**src/rtl/norm_shift_ctrl.sv**
```systemverilog
// -----------------------------------------------------------------------------
// norm_shift_ctrl
//
// Sequencing controller for a W-bit load/shift register datapath. It drives the
// register's load, shift-left and shift-right strobes and watches the register's
// MSB/LSB taps.
//
// Operations, selected by mode and captured when start is accepted:
//   mode 0 : normalise. Load the operand, then shift left until the MSB is 1.
//            Report the number of left shifts and whether the operand was zero.
//   mode 1 : right shift. Load the operand, then shift right by shamt places.
//            Report the sticky OR of every bit that was shifted out.
//
// Ports
//   clk        in   1      single clock, rising-edge
//   rst        in   1      synchronous, active-high reset
//   start      in   1      begin an operation; only honoured while idle
//   mode       in   1      0 = normalise left, 1 = shift right by shamt
//   shamt      in   CNT_W  right-shift amount (mode 1)
//   msb_in     in   1      shift register MSB tap
//   lsb_in     in   1      shift register LSB tap
//   ld         out  1      load strobe to the shift register
//   shl_en     out  1      shift-left strobe
//   shr_en     out  1      shift-right strobe
//   busy       out  1      high whenever an operation is in progress
//   done       out  1      one-cycle completion pulse
//   shift_cnt  out  CNT_W  shifts performed by the last operation
//   zero       out  1      mode 0 result: operand was all zeros
//   sticky     out  1      mode 1 result: OR of the bits shifted out
//
// Results (shift_cnt, zero, sticky) stay stable from completion until the
// next operation is accepted.
// -----------------------------------------------------------------------------
module norm_shift_ctrl #(
    parameter int W     = 16,
    parameter int CNT_W = 4
) (
    input  logic             clk,
    input  logic             rst,
    input  logic             start,
    input  logic             mode,
    input  logic [CNT_W-1:0] shamt,
    input  logic             msb_in,
    input  logic             lsb_in,
    output logic             ld,
    output logic             shl_en,
    output logic             shr_en,
    output logic             busy,
    output logic             done,
    output logic [CNT_W-1:0] shift_cnt,
    output logic             zero,
    output logic             sticky
);

    // Largest number of left shifts a non-zero operand can need; reaching it
    // with the MSB still clear means the operand was zero.
    localparam logic [CNT_W-1:0] CNT_MAX = CNT_W'(W - 1);
    localparam logic [CNT_W-1:0] CNT_ONE = CNT_W'(1);

    typedef enum logic [2:0] {
        S_IDLE = 3'd0,
        S_LOAD = 3'd1,
        S_NORM = 3'd2,
        S_SHR  = 3'd3,
        S_DONE = 3'd4
    } state_t;

    state_t           state_reg,  state_next;
    logic             mode_reg,   mode_next;
    logic [CNT_W-1:0] shamt_reg,  shamt_next;
    logic [CNT_W-1:0] cnt_reg,    cnt_next;
    logic             zero_reg,   zero_next;
    logic             sticky_reg, sticky_next;

    // -------------------------------------------------------------------------
    // State and result registers
    // -------------------------------------------------------------------------
    always_ff @(posedge clk) begin
        if (rst) begin
            state_reg  <= S_IDLE;
            mode_reg   <= 1'b0;
            shamt_reg  <= '0;
            cnt_reg    <= '0;
            zero_reg   <= 1'b0;
            sticky_reg <= 1'b0;
        end else begin
            state_reg  <= state_next;
            mode_reg   <= mode_next;
            shamt_reg  <= shamt_next;
            cnt_reg    <= cnt_next;
            zero_reg   <= zero_next;
            sticky_reg <= sticky_next;
        end
    end

    // -------------------------------------------------------------------------
    // Next-state and strobe decode
    // -------------------------------------------------------------------------
    always_comb begin
        state_next  = state_reg;
        mode_next   = mode_reg;
        shamt_next  = shamt_reg;
        cnt_next    = cnt_reg;
        zero_next   = zero_reg;
        sticky_next = sticky_reg;
        ld          = 1'b0;
        shl_en      = 1'b0;
        shr_en      = 1'b0;
        done        = 1'b0;
        busy        = (state_reg != S_IDLE);

        case (state_reg)
            S_IDLE: begin
                // Operation parameters are captured only here, so start
                // pulses during an operation cannot disturb it.
                if (start) begin
                    state_next  = S_LOAD;
                    mode_next   = mode;
                    shamt_next  = shamt;
                    cnt_next    = '0;
                    zero_next   = 1'b0;
                    sticky_next = 1'b0;
                end
            end

            S_LOAD: begin
                ld = 1'b1;
                if (!mode_reg) begin
                    state_next = S_NORM;
                end else if (shamt_reg == '0) begin
                    state_next = S_DONE;
                end else begin
                    state_next = S_SHR;
                end
            end

            S_NORM: begin
                // msb_in comes straight from the shift register's output
                // flop, so gating the shift with it stays register-to-register
                // and stops exactly when the leading one reaches the MSB.
                if (msb_in) begin
                    state_next = S_DONE;
                end else if (cnt_reg == CNT_MAX) begin
                    state_next = S_DONE;
                    zero_next  = 1'b1;
                end else begin
                    shl_en   = 1'b1;
                    cnt_next = cnt_reg + CNT_ONE;
                end
            end

            S_SHR: begin
                // lsb_in is the bit this strobe pushes out of the register.
                shr_en      = 1'b1;
                sticky_next = sticky_reg | lsb_in;
                cnt_next    = cnt_reg + CNT_ONE;
                // shamt_reg is non-zero here, so shamt_reg-1 cannot wrap.
                if (cnt_reg == (shamt_reg - CNT_ONE)) begin
                    state_next = S_DONE;
                end
            end

            S_DONE: begin
                done       = 1'b1;
                state_next = S_IDLE;
            end

            default: begin
                state_next = S_IDLE;
            end
        endcase
    end

    assign shift_cnt = cnt_reg;
    assign zero      = zero_reg;
    assign sticky    = sticky_reg;

endmodule
```
**config.mk**
```make
export PLATFORM = sky130hd
export DESIGN_NAME = norm_shift_ctrl
export DESIGN_NICKNAME = d
export VERILOG_FILES = /design/src/rtl/norm_shift_ctrl.sv
export SDC_FILE = /design/constraint.sdc
export NUM_CORES = 1
export LEC_CHECK = 0
export ABC_AREA = 0
export CAP_MARGIN = 10
export CELL_PAD_IN_SITES_DETAIL_PLACEMENT = 1
export CELL_PAD_IN_SITES_GLOBAL_PLACEMENT = 2
export CORE_ASPECT_RATIO = 1.25
export CORE_MARGIN = 2
export CORE_UTILIZATION = 27
export DETAILED_ROUTE_END_ITERATION = 8
export GPL_ROUTABILITY_DRIVEN = 0
export PLACE_DENSITY = 0.83
export SLEW_MARGIN = 15
export SYNTH_ARGS = -nofsm -noshare
export SYNTH_HDL_FRONTEND = slang
export SYNTH_SLANG_ARGS = --single-unit
```
**constraint.sdc**
```tcl
create_clock -name clk -period 2.1 [get_ports clk]
set_clock_uncertainty 0.1 [all_clocks]
set_input_delay 0.42 -clock clk [delete_from_list [all_inputs] [get_ports clk]]
set_output_delay 0.42 -clock clk [all_outputs]
set_load 0.01 [all_outputs]
```
==> results of run 1 <==
-- path summary, 6_finish.rpt --
| check | startpoint | endpoint | slack, ns | cells after the start |
|---|---|---|---|---|
| setup / recovery | state_reg[1] | busy | 0.09 | 3 |
| hold / removal | sticky | sticky | 0.38 | 2 |
| setup reg to reg | shamt_reg[0] | state_reg[0] | 0.26 | 5 |
| hold reg to reg | sticky | sticky | 0.38 | 2 |
-- area by class of cell --
| class | instances | area [µm²] |
|---|---|---|
| sequential | 14 | 282 |
| multi-input combinational | 61 | 433 |
| fill | 343 | 1600 |
| tap | 34 | 42.5 |
| clock buffer | 4 | 36.3 |
| timing repair buffer | 30 | 270 |
| inverter | 4 | 15.0 |
-- where the power goes --
group / switching, mW / total [mW] / internal (mW)
clock network: 0.0924 / 0.198 / 0.106
registers: 0.0328 / 0.330 / 0.297
logic: 0.154 / 0.330 / 0.176
-- critical path, delay by kind of cell (launching register included) --
kind,cells,cell delay (ns)
AND/OR/NAND/NOR,1,0.48
flip-flops,1,0.32
buffers and inverters,2,0.40
-- through the flow --
stage	cells	util [%]	setup TNS, ns	hold slack (ns)	power, mW
2_1_floorplan	84	-	0	0.395	0.557
3_3_place_gp	143	38.7	-0.257	0.352	0.665
3_5_place_dp	143	38.7	-0.272	0.374	0.676
4_1_cts	147	40.2	0	0.395	0.875
5_1_grt	147	40.2	0	0.426	0.925
6_report	147	40.2	0	0.381	0.858
-- routing by layer --
metal / share of wire (%) / routed length (µm) / up-vias
li1: - / - / 354
met1: 44 / 834 / 333
met2: 52 / 988 / 15
met3: 3.1 / 60 / 4
met4: 1.6 / 31 / 0
met5: 0 / 0 / -
-- kinds of logic (layout without fill, tap and decap cells) --
logic type	Yosys count	after routing	synth area share [%]
adders and majority gates	2	2	3.31
buffers and inverters	9	38	6.62
DFF	14	14	37.1
AOI/OAI and AO/OA	15	15	14.2
and+or+nand+nor	33	33	25.3
xor gates and xnor gates	7	7	8.11
muxes	4	4	5.30
-- cells in the mapped netlist, drive strengths merged (2+ instances only) --
master   n
nand3    3
nor3     3
clkbuf   3
dfxtp   14
buf      2
or3      3
and3     2
mux2i    4
ha       2
xnor2    6
a21oi    6
inv      4
o21ai    2
nor2    13
nor3b    3
-- timing repair --
| item | 4_1_cts | 5_1_grt |
|---|---|---|
| pin swaps | 0 | 0 |
| resized for setup | 6 | 5 |
| setup endpoints to repair | 4 | 4 |
==> impl_metrics.prom, run 1 <==
# TYPE chip_impl_metric gauge
chip_impl_metric{name="initial_core_util",unit="%"} 28.2
chip_impl_metric{name="power.ir.vdd_worst",unit="mV"} 0.350
chip_impl_metric{name="cp_data_required_time",unit="ns"} 1.58
chip_impl_metric{name="numClockSinks",unit=""} 14
chip_impl_info{name="most-common-layout-cells",value="clkdlybuf4s50_1, nor2_1, dfxtp_1"} 1
chip_impl_metric{name="finalCritPeriodShare",unit="%"} 95.8
chip_impl_metric{name="static-leakage-power",unit="nW"} 0.440
chip_impl_metric{name="die_area",unit="µm²"} 3240
chip_impl_metric{name="avgViaCountPerCell",unit=""} 4.80
chip_impl_info{name="buffer_cell_driving_the_clock_tree_root",value="clkbuf_4"} 1
chip_impl_metric{name="design_area",unit="µm²"} 1080
chip_impl_metric{name="tightestPinTransition",unit="ns"} 0.517
chip_impl_metric{name="critical_path.max_stage_delay",unit="ns"} 0.48
chip_impl_metric{name="grt_pass1_vias",unit=""} 800
chip_impl_metric{name="synth_top_area_share",unit="%"} 37.1
chip_impl_info{name="worst-setup-path-type",value="register to output port"} 1
chip_impl_metric{name="cts_hold_repair.buffers",unit=""} 0
chip_impl_info{name="hold_path.class",value="register to register"} 1
chip_impl_metric{name="crit_arrival",unit="ns"} 1.49
chip_impl_metric{name="io_pins",unit=""} 21
chip_impl_metric{name="synth_fp_nets",unit=""} 96
chip_impl_metric{name="pwr_density_cell",unit="nW/µm²"} 796
chip_impl_metric{name="n_antenna_cell",unit=""} 0
chip_impl_metric{name="slew_headroom",unit="%"} 65.1
chip_impl_metric{name="totalWireLength",unit="µm"} 1910
chip_impl_metric{name="port-buffer-count",unit=""} 20
chip_impl_metric{name="sequential_to_total_area_share_from_yosys_stat",unit="%"} 37.1
chip_impl_metric{name="grt_antenna_before_repair",unit=""} 0
chip_impl_metric{name="cts_buffer_depth",unit=""} 2
chip_impl_metric{name="route.detailed.wl_per_inst",unit="µm"} 13.0
chip_impl_metric{name="maxClockFrequency",unit="MHz"} 497
chip_impl_info{name="layout_commonest_cell",value="clkdlybuf4s50_1"} 1
chip_impl_info{name="rsz0062_at_grt",value="false"} 1
chip_impl_metric{name="cts_htree_levels",unit=""} 1
chip_impl_metric{name="nets",unit=""} 126
chip_impl_metric{name="fp.dieH",unit="µm"} 63.2
chip_impl_metric{name="first_iter_violations",unit=""} 20
chip_impl_metric{name="post_synth_num_cell_types",unit=""} 31
chip_impl_metric{name="dieWidth",unit="µm"} 51.3
chip_impl_metric{name="synth_area_per_cell",unit="µm²"} 9.00
chip_impl_metric{name="worstPathMaxFanout",unit=""} 8
chip_impl_info{name="crit_path_start_kind",value="register"} 1
chip_impl_metric{name="clk_latency",unit="ns"} 0.28
chip_impl_metric{name="global_route_wire_length_before_repair",unit="µm"} 3380
chip_impl_metric{name="synth_enable_flop_cells",unit=""} 0
chip_impl_metric{name="dpl.hpwl",unit="µm"} 1490
chip_impl_metric{name="placement_rows",unit=""} 21
chip_impl_metric{name="cts.reportedPaths.clkPinSlew",unit="ns"} 0.09
chip_impl_info{name="ys_top_cells_by_area",value="dfxtp_1, xnor2_1, nor2_1, mux2i_1, a21oi_1"} 1
chip_impl_metric{name="drt_pre_antenna_iters",unit=""} 4
chip_impl_metric{name="syn_inst",unit=""} 84
chip_impl_info{name="critPathCaptureType",value="output port"} 1
chip_impl_metric{name="grt_use_total",unit="%"} 13.4
chip_impl_info{name="tritoncts",value="yes"} 1
chip_impl_info{name="timing.critical_path.cells",value="buf_4 > or3_2 > clkdlybuf4s15_1"} 1
chip_impl_metric{name="vias",unit=""} 706
chip_impl_metric{name="use_met3",unit="%"} 1.42
chip_impl_metric{name="placement.setup.worst_slack",unit="ns"} -0.272
chip_impl_metric{name="final.setup.worst_slack",unit="ns"} 0.0881
chip_impl_metric{name="cts.repair_timing.setup_buffer_count",unit=""} 0
chip_impl_metric{name="gr-usage-met2",unit="%"} 23.7
chip_impl_info{name="master_of_the_slowest_instance_on_the_critical_path",value="or3_2"} 1
chip_impl_info{name="post-synth-top-area-cell",value="dfxtp_1"} 1
chip_impl_metric{name="grt_overflow",unit=""} 0
chip_impl_metric{name="areaGrowthSynthToFinish",unit="%"} 42.7
chip_impl_metric{name="globalRouteMet1Util",unit="%"} 16.0
chip_impl_metric{name="detail-route-antenna-nets",unit=""} 0
chip_impl_metric{name="finalSetupViolations",unit=""} 0
chip_impl_info{name="run_status",value="finished, final reports clean"} 1
chip_impl_metric{name="synth.ff_latch_count",unit=""} 14
chip_impl_info{name="grt-busiest-layer",value="met2"} 1
chip_impl_metric{name="cap_viol_max_count",unit=""} 0
chip_impl_metric{name="hold_viol_final",unit=""} 0
chip_impl_metric{name="timing_max_transition_violations_final",unit=""} 0
chip_impl_metric{name="fp.coreArea",unit="µm²"} 2680
chip_impl_metric{name="largest_net_degree_at_the_start_of_global_routing",unit=""} 10
chip_impl_info{name="synth-main-ff-cell",value="dfxtp_1"} 1
chip_impl_metric{name="final.min_clock_period",unit="ns"} 2.01
chip_impl_metric{name="post_route_cells_drive_above_1_share",unit="%"} 21.2
chip_impl_metric{name="cell_area_after_placement",unit="µm²"} 1040
chip_impl_metric{name="post_synthesis_async_set_or_reset_flop_share",unit="%"} 0
chip_impl_metric{name="drc",unit=""} 0
chip_impl_metric{name="yosysWarnings",unit=""} 0
chip_impl_metric{name="synth.cell_area",unit="µm²"} 756
chip_impl_metric{name="cts_buffers",unit=""} 3
No activity file was read; power rests on OpenSTA's default activity.
==> inputs of run 2 (changes only) <==
Settings changed: CTS_CLUSTER_SIZE set to 10, GPL_TIMING_DRIVEN set to 0, SETUP_SLACK_MARGIN set to 0.05.
==> run 2 against run 1 <==
Global-route usage increased by 0.096 points. Flip-flop and latch count unchanged. Final cell count is 1.4% lower. Maximum frequency up 0.66%. Critical path depth grew 1. Wire length is 4.3% higher. Sequential share of layout area up 0.38 points. Highest routed layer unchanged. Clock power decreased by 20%. Hold slack got worse by 0.0074 ns. Setup slack better by 0.013 ns.
==> impl_metrics.prom, run 2 (same netlist as run 1, synthesis figures left out) <==
# TYPE chip_impl_metric gauge
chip_impl_metric{name="die_area",unit="µm²"} 3240
chip_impl_metric{name="grt_use_total",unit="%"} 13.5
chip_impl_metric{name="num-fill-cells",unit=""} 337
chip_impl_metric{name="power.ir.vdd_worst",unit="mV"} 0.337
chip_impl_info{name="run_status",value="finished, final reports clean"} 1
chip_impl_metric{name="timing_max_transition_violations_final",unit=""} 0
chip_impl_metric{name="port-buffer-count",unit=""} 19
chip_impl_metric{name="cts_buffers",unit=""} 3
chip_impl_metric{name="grt_overflow",unit=""} 0
chip_impl_metric{name="vias",unit=""} 719
chip_impl_metric{name="global_route_wire_length_before_repair",unit="µm"} 3370
chip_impl_metric{name="design_area",unit="µm²"} 1100
chip_impl_metric{name="initial_core_util",unit="%"} 28.2
chip_impl_metric{name="nets",unit=""} 125
chip_impl_metric{name="hold_viol_final",unit=""} 0
chip_impl_metric{name="cell_area_after_placement",unit="µm²"} 988
chip_impl_metric{name="cts_htree_levels",unit=""} 1
chip_impl_metric{name="drt_pre_antenna_iters",unit=""} 2
chip_impl_info{name="critPathCaptureType",value="output port"} 1
chip_impl_metric{name="final.min_clock_period",unit="ns"} 2.00
chip_impl_metric{name="p_sw",unit="µW"} 300
chip_impl_metric{name="intPower",unit="µW"} 560
chip_impl_info{name="master_of_the_slowest_instance_on_the_critical_path",value="dfxtp_2"} 1
chip_impl_metric{name="numClockSinks",unit=""} 14
chip_impl_metric{name="final_core_utilization",unit="%"} 40.9
chip_impl_metric{name="fp.dieH",unit="µm"} 63.2
chip_impl_metric{name="fp.coreArea",unit="µm²"} 2680
chip_impl_metric{name="worstPathMaxFanout",unit=""} 5
chip_impl_metric{name="combinationalPowerShare",unit="%"} 42.7
chip_impl_metric{name="static-leakage-power",unit="nW"} 0.424
chip_impl_metric{name="slew_headroom",unit="%"} 70.2
chip_impl_metric{name="tightestPinTransition",unit="ns"} 0.447
chip_impl_info{name="buffer_cell_driving_the_clock_tree_root",value="clkbuf_4"} 1
chip_impl_metric{name="clk_latency",unit="ns"} 0.29
chip_impl_info{name="hold_path.class",value="input pin to register"} 1
chip_impl_metric{name="critical_path.max_stage_delay",unit="ns"} 0.37
chip_impl_metric{name="avgViaCountPerCell",unit=""} 4.96
chip_impl_metric{name="cts_buffer_depth",unit=""} 2
chip_impl_metric{name="multi_input_comb_area",unit="µm²"} 470
chip_impl_metric{name="clkPwrFrac",unit="%"} 18.5
chip_impl_metric{name="grt_antenna_before_repair",unit=""} 0
chip_impl_metric{name="route.detailed.wl_per_inst",unit="µm"} 13.8
chip_impl_metric{name="n_antenna_cell",unit=""} 0
chip_impl_metric{name="dpl.hpwl",unit="µm"} 1430
chip_impl_metric{name="grt_pass1_vias",unit=""} 718
chip_impl_metric{name="io_pins",unit=""} 21
chip_impl_metric{name="largest_net_degree_at_the_start_of_global_routing",unit=""} 10
chip_impl_info{name="worst-setup-path-type",value="register to output port"} 1
chip_impl_metric{name="cap_viol_max_count",unit=""} 0
chip_impl_metric{name="cts_hold_repair.buffers",unit=""} 0
chip_impl_metric{name="maxClockFrequency",unit="MHz"} 500
chip_impl_info{name="most-common-layout-cells",value="clkdlybuf4s50_1, nor2_1, dfxtp_1"} 1
chip_impl_metric{name="switching_share",unit="%"} 34.9
chip_impl_metric{name="drc",unit=""} 0
chip_impl_info{name="crit_path_start_kind",value="register"} 1
chip_impl_metric{name="finalCritPeriodShare",unit="%"} 95.2
chip_impl_info{name="timing.critical_path.cells",value="ha_4 > and3_4 > nor4_4 > buf_2"} 1
chip_impl_metric{name="post_route_cells_drive_above_1_share",unit="%"} 26.1
chip_impl_metric{name="seq_area",unit="µm²"} 290
chip_impl_metric{name="cts.reportedPaths.clkPinSlew",unit="ns"} 0.08
chip_impl_info{name="layout_commonest_cell",value="clkdlybuf4s50_1"} 1
chip_impl_metric{name="totalWireLength",unit="µm"} 2000
chip_impl_metric{name="areaGrowthSynthToFinish",unit="%"} 45.0
chip_impl_info{name="tritoncts",value="yes"} 1
chip_impl_metric{name="placement_rows",unit=""} 21
chip_impl_metric{name="seq_power_share",unit="%"} 38.8
chip_impl_metric{name="crit_arrival",unit="ns"} 1.48
chip_impl_metric{name="finalSetupViolations",unit=""} 0
chip_impl_metric{name="first_iter_violations",unit=""} 7
chip_impl_metric{name="detail-route-antenna-nets",unit=""} 0
chip_impl_metric{name="pwr_density_cell",unit="nW/µm²"} 785
chip_impl_metric{name="cp_data_required_time",unit="ns"} 1.58
chip_impl_metric{name="dieWidth",unit="µm"} 51.3
chip_impl_info{name="rsz0062_at_grt",value="false"} 1
run 2: per-layer routing:
metal	GRT usage [%]	vias up	share of wire [%]
met2	21.9	14	52
met5	0	-	0
met3	2.13	5	3.7
met4	5.92	0	2.7
met1	17.5	350	42
li1	-	350	-
run 2: worst max-delay path, delay by kind of cell, from the launching register on:
family,cells,cell delay [ns]
adders and majority gates,1,0.17
DFF,1,0.37
buffers and inverters,1,0.18
and+or+nand+nor,2,0.48
run 2: final cells by class:
type	instances	area share (%)
Sequential cell	14	26.5
Buffer	4	2.74
Timing Repair Buffer	25	20.5
Tap cell	34	3.88
Multi-Input combinational cell	61	42.9
Inverter	4	1.37
Clock buffer	3	2.05
run 2: repair_timing:
item,CTS,global route
pin swaps,0,1
endpoints found under the setup margin,6,4
setup buffers,3,3
resized for setup,10,14
run 2: worst paths after layout:
kind | depth (start not counted) | slack (ns) | startpoint | end
max | 4 | 0.10 | shift_cnt[1] | shl_en
min | 2 | 0.37 | rst | mode_reg
max reg2reg | 5 | 0.26 | shamt_reg[0] | state_reg[0]
min reg2reg | 2 | 0.38 | zero | zero
run 2: power by group through the flow:
stage                     registers (mW)  clock network, mW  logic (mW)
after CTS                          0.331              0.160       0.347
final                              0.334              0.159       0.367
after detailed placement           0.331                  0       0.341
after global placement             0.329                  0       0.328
after floorplan                    0.327                  0       0.230
after global routing               0.338              0.180       0.407
run 2: per-stage QoR:
stage / TNS (ns) / setup slack [ns] / cells / power, mW / hold slack (ns)
2_1_floorplan: 0 / 0.321 / 84 / 0.557 / 0.395
3_3_place_gp: -1.21 / -0.432 / 137 / 0.657 / 0.353
3_5_place_dp: -1.48 / -0.430 / 137 / 0.672 / 0.363
4_1_cts: -0.0606 / -0.0606 / 142 / 0.839 / 0.386
5_1_grt: 0 / 0.0401 / 145 / 0.926 / 0.393
6_report: 0 / 0.101 / 145 / 0.860 / 0.373
==> inputs of run 3 (changes only) <==
Settings changed: ABC_CLOCK_PERIOD_IN_PS set to 2100, SKIP_LAST_GASP set to 1.
==> run 3 against run 2 <==
Hold slack improved by 0.0063 ns. Maximum frequency is 3.0% lower. Die area unchanged. Flip-flop and latch count unchanged. First-iteration DRC count rose by 29%. Non-clock buffer count is the same. Total power is 1.4% lower.
==> impl_metrics.prom, run 3 (same netlist as run 1, synthesis figures left out) <==
# TYPE chip_impl_metric gauge
chip_impl_metric{name="worst_hold_slack",unit="ns"} 0.379
chip_impl_metric{name="drt_pre_antenna_iters",unit=""} 3
chip_impl_metric{name="worstPathMaxFanout",unit=""} 4
chip_impl_metric{name="timing_max_transition_violations_final",unit=""} 0
chip_impl_metric{name="first_iter_violations",unit=""} 9
chip_impl_metric{name="tightestPinTransition",unit="ns"} 0.442
chip_impl_metric{name="hold-path-cell-count",unit=""} 2
chip_impl_info{name="crit-reg2reg-capture",value="state_reg[0]"} 1
chip_impl_metric{name="hold_viol_final",unit=""} 0
chip_impl_metric{name="cts_buffers",unit=""} 3
chip_impl_metric{name="post_route_cells_drive_above_1_share",unit="%"} 25.2
chip_impl_metric{name="final.min_clock_period",unit="ns"} 2.06
chip_impl_info{name="run_status",value="finished, final reports clean"} 1
chip_impl_metric{name="placement.setup.worst_slack",unit="ns"} -0.430
chip_impl_metric{name="crit_arrival",unit="ns"} 1.54
chip_impl_metric{name="final.setup.worst_slack",unit="ns"} 0.0394
chip_impl_metric{name="slew_headroom",unit="%"} 70.5
chip_impl_metric{name="dieWidth",unit="µm"} 51.3
chip_impl_info{name="hold_path.class",value="register to register"} 1
chip_impl_metric{name="cts_htree_levels",unit=""} 1
chip_impl_metric{name="pwr_density_cell",unit="nW/µm²"} 784
chip_impl_metric{name="cts_buffer_depth",unit=""} 2
chip_impl_metric{name="placement_rows",unit=""} 21
chip_impl_info{name="timing.critical_path.cells",value="ha_2 > and3_2 > nor4_4 > buf_2"} 1
chip_impl_metric{name="reg_to_reg_slack_setup",unit="ns"} 0.26
chip_impl_metric{name="final_core_utilization",unit="%"} 40.3
chip_impl_metric{name="dpl.hpwl",unit="µm"} 1430
chip_impl_metric{name="finalCritPeriodShare",unit="%"} 98.1
chip_impl_metric{name="critical_path.max_stage_delay",unit="ns"} 0.36
chip_impl_metric{name="num-fill-cells",unit=""} 340
chip_impl_metric{name="detail-route-antenna-nets",unit=""} 0
chip_impl_info{name="crit_path_start_kind",value="register"} 1
chip_impl_metric{name="io_pins",unit=""} 21
chip_impl_info{name="critical_path.top_delay_family",value="simple AND/OR/NAND/NOR gates"} 1
chip_impl_info{name="worstHoldEndpoint",value="zero"} 1
chip_impl_metric{name="grt_overflow",unit=""} 0
chip_impl_info{name="worst-setup-path-type",value="register to output port"} 1
chip_impl_info{name="rsz0062_at_grt",value="true"} 1
chip_impl_info{name="master_of_the_slowest_instance_on_the_critical_path",value="dfxtp_4"} 1
chip_impl_metric{name="n_antenna_cell",unit=""} 0
chip_impl_metric{name="finalSetupViolations",unit=""} 0
chip_impl_metric{name="static-leakage-power",unit="nW"} 0.425
chip_impl_metric{name="areaGrowthSynthToFinish",unit="%"} 43.0
chip_impl_metric{name="cts.reportedPaths.clkPinSlew",unit="ns"} 0.08
chip_impl_info{name="buffer_cell_driving_the_clock_tree_root",value="clkbuf_4"} 1
chip_impl_metric{name="grt_use_total",unit="%"} 13.5
chip_impl_metric{name="cap_viol_max_count",unit=""} 0
chip_impl_info{name="layout_commonest_cell",value="clkdlybuf4s50_1"} 1
chip_impl_metric{name="grt_antenna_before_repair",unit=""} 0
chip_impl_metric{name="fp.dieH",unit="µm"} 63.2
chip_impl_metric{name="vias",unit=""} 722
chip_impl_metric{name="maxClockFrequency",unit="MHz"} 485
chip_impl_metric{name="fp.coreArea",unit="µm²"} 2680
chip_impl_metric{name="grt_pass1_vias",unit=""} 718
chip_impl_metric{name="numClockSinks",unit=""} 14
chip_impl_metric{name="cp_data_required_time",unit="ns"} 1.58
chip_impl_metric{name="seq_area",unit="µm²"} 289
chip_impl_metric{name="totalWireLength",unit="µm"} 1970
chip_impl_metric{name="port-buffer-count",unit=""} 19
chip_impl_metric{name="cts_hold_repair.buffers",unit=""} 0
chip_impl_info{name="tritoncts",value="yes"} 1
chip_impl_metric{name="avgViaCountPerCell",unit=""} 4.98
chip_impl_metric{name="worst_r2r_path_depth",unit=""} 5
chip_impl_metric{name="initial_core_util",unit="%"} 28.2
chip_impl_metric{name="power.ir.vdd_worst",unit="mV"} 0.336
chip_impl_metric{name="die_area",unit="µm²"} 3240
chip_impl_metric{name="largest_net_degree_at_the_start_of_global_routing",unit=""} 10
chip_impl_info{name="critPathCaptureType",value="output port"} 1
chip_impl_metric{name="global_route_wire_length_before_repair",unit="µm"} 3360
chip_impl_metric{name="nets",unit=""} 125
chip_impl_info{name="critical_path.reg2reg.startpoint",value="shamt_reg[0]"} 1
chip_impl_info{name="most-common-layout-cells",value="clkdlybuf4s50_1, nor2_1, dfxtp_1"} 1
chip_impl_metric{name="route.detailed.wl_per_inst",unit="µm"} 13.6
chip_impl_info{name="hold_path.startpoint",value="zero"} 1
chip_impl_metric{name="clk_latency",unit="ns"} 0.28
chip_impl_metric{name="multi_input_comb_area",unit="µm²"} 457
chip_impl_metric{name="count_of_buffering_cells_on_the_critical_path_with_inverters_included",unit=""} 1
chip_impl_metric{name="drc",unit=""} 0
==> run 3: changes by cell type in the layout (fill, tap and decap cells not counted) <==
cell and delta:
dfxtp_1 +1, dfxtp_2 -1, and3_2 +1, and3_4 -1
ha_4 -1, ha_2 +1
==> run 3: layer usage <==
layer | wire (µm) | GRT usage, % | part of all wire [%]
met5 | 0 | 0 | 0
met3 | 67 | 2.13 | 3.4
met1 | 855 | 17.3 | 43
met2 | 1010 | 21.9 | 51
met4 | 35 | 5.92 | 1.8
==> run 3: cell type report <==
type,count,area share [%]
Timing Repair Buffer,25,20.8
Buffer,4,2.78
Multi-Input combinational cell,61,42.2
Clock buffer,3,2.08
Tap cell,34,3.94
Sequential cell,14,26.7
Inverter,4,1.39
==> run 3: how the worst max path moves through the flow <==
| stage | endpoint | cells past startpoint | start |
|---|---|---|---|
| floorplan | shl_en | 3 | shift_cnt[0] |
| global route | shl_en | 4 | shift_cnt[0] |
| detailed placement | shl_en | 3 | msb_in |
| finish | shl_en | 4 | shift_cnt[0] |
| CTS | shl_en | 4 | shift_cnt[0] |
| global placement | shl_en | 3 | msb_in |
==> run 3: stage by stage <==
step                      setup TNS (ns)  total power, mW  instances  instance area [µm²]
after floorplan                        0            0.557         84                  756
after global placement             -1.21            0.657        137                  988
after detailed placement           -1.48            0.672        137                  988
after CTS                        -0.0930            0.838        142                 1040
after global routing             -0.0263            0.915        145                 1080
final                                  0            0.848        145                 1080
==> run 3: worst min-delay path: stages (launching register included) <==
cell and delay [ns]:
dfxtp_1 0.34, a21oi_1 0.04, nor2_1 0.07
==> run 3: where the power goes <==
group / internal (mW) / total [mW] / leakage (nW) / switching, mW
logic: 0.192 / 0.365 / 0.295 / 0.173
clock network: 0.0665 / 0.153 / 0.0138 / 0.0862
registers: 0.299 / 0.330 / 0.116 / 0.0305
total: 0.558 / 0.848 / 0.425 / 0.290
==> run 3: timing repair <==
| action | in CTS | in global routing |
|---|---|---|
| pin swaps | 0 | 1 |
| setup buffers | 3 | 3 |
| endpoints found under the setup margin | 6 | 4 |
| resized for setup | 8 | 13 |
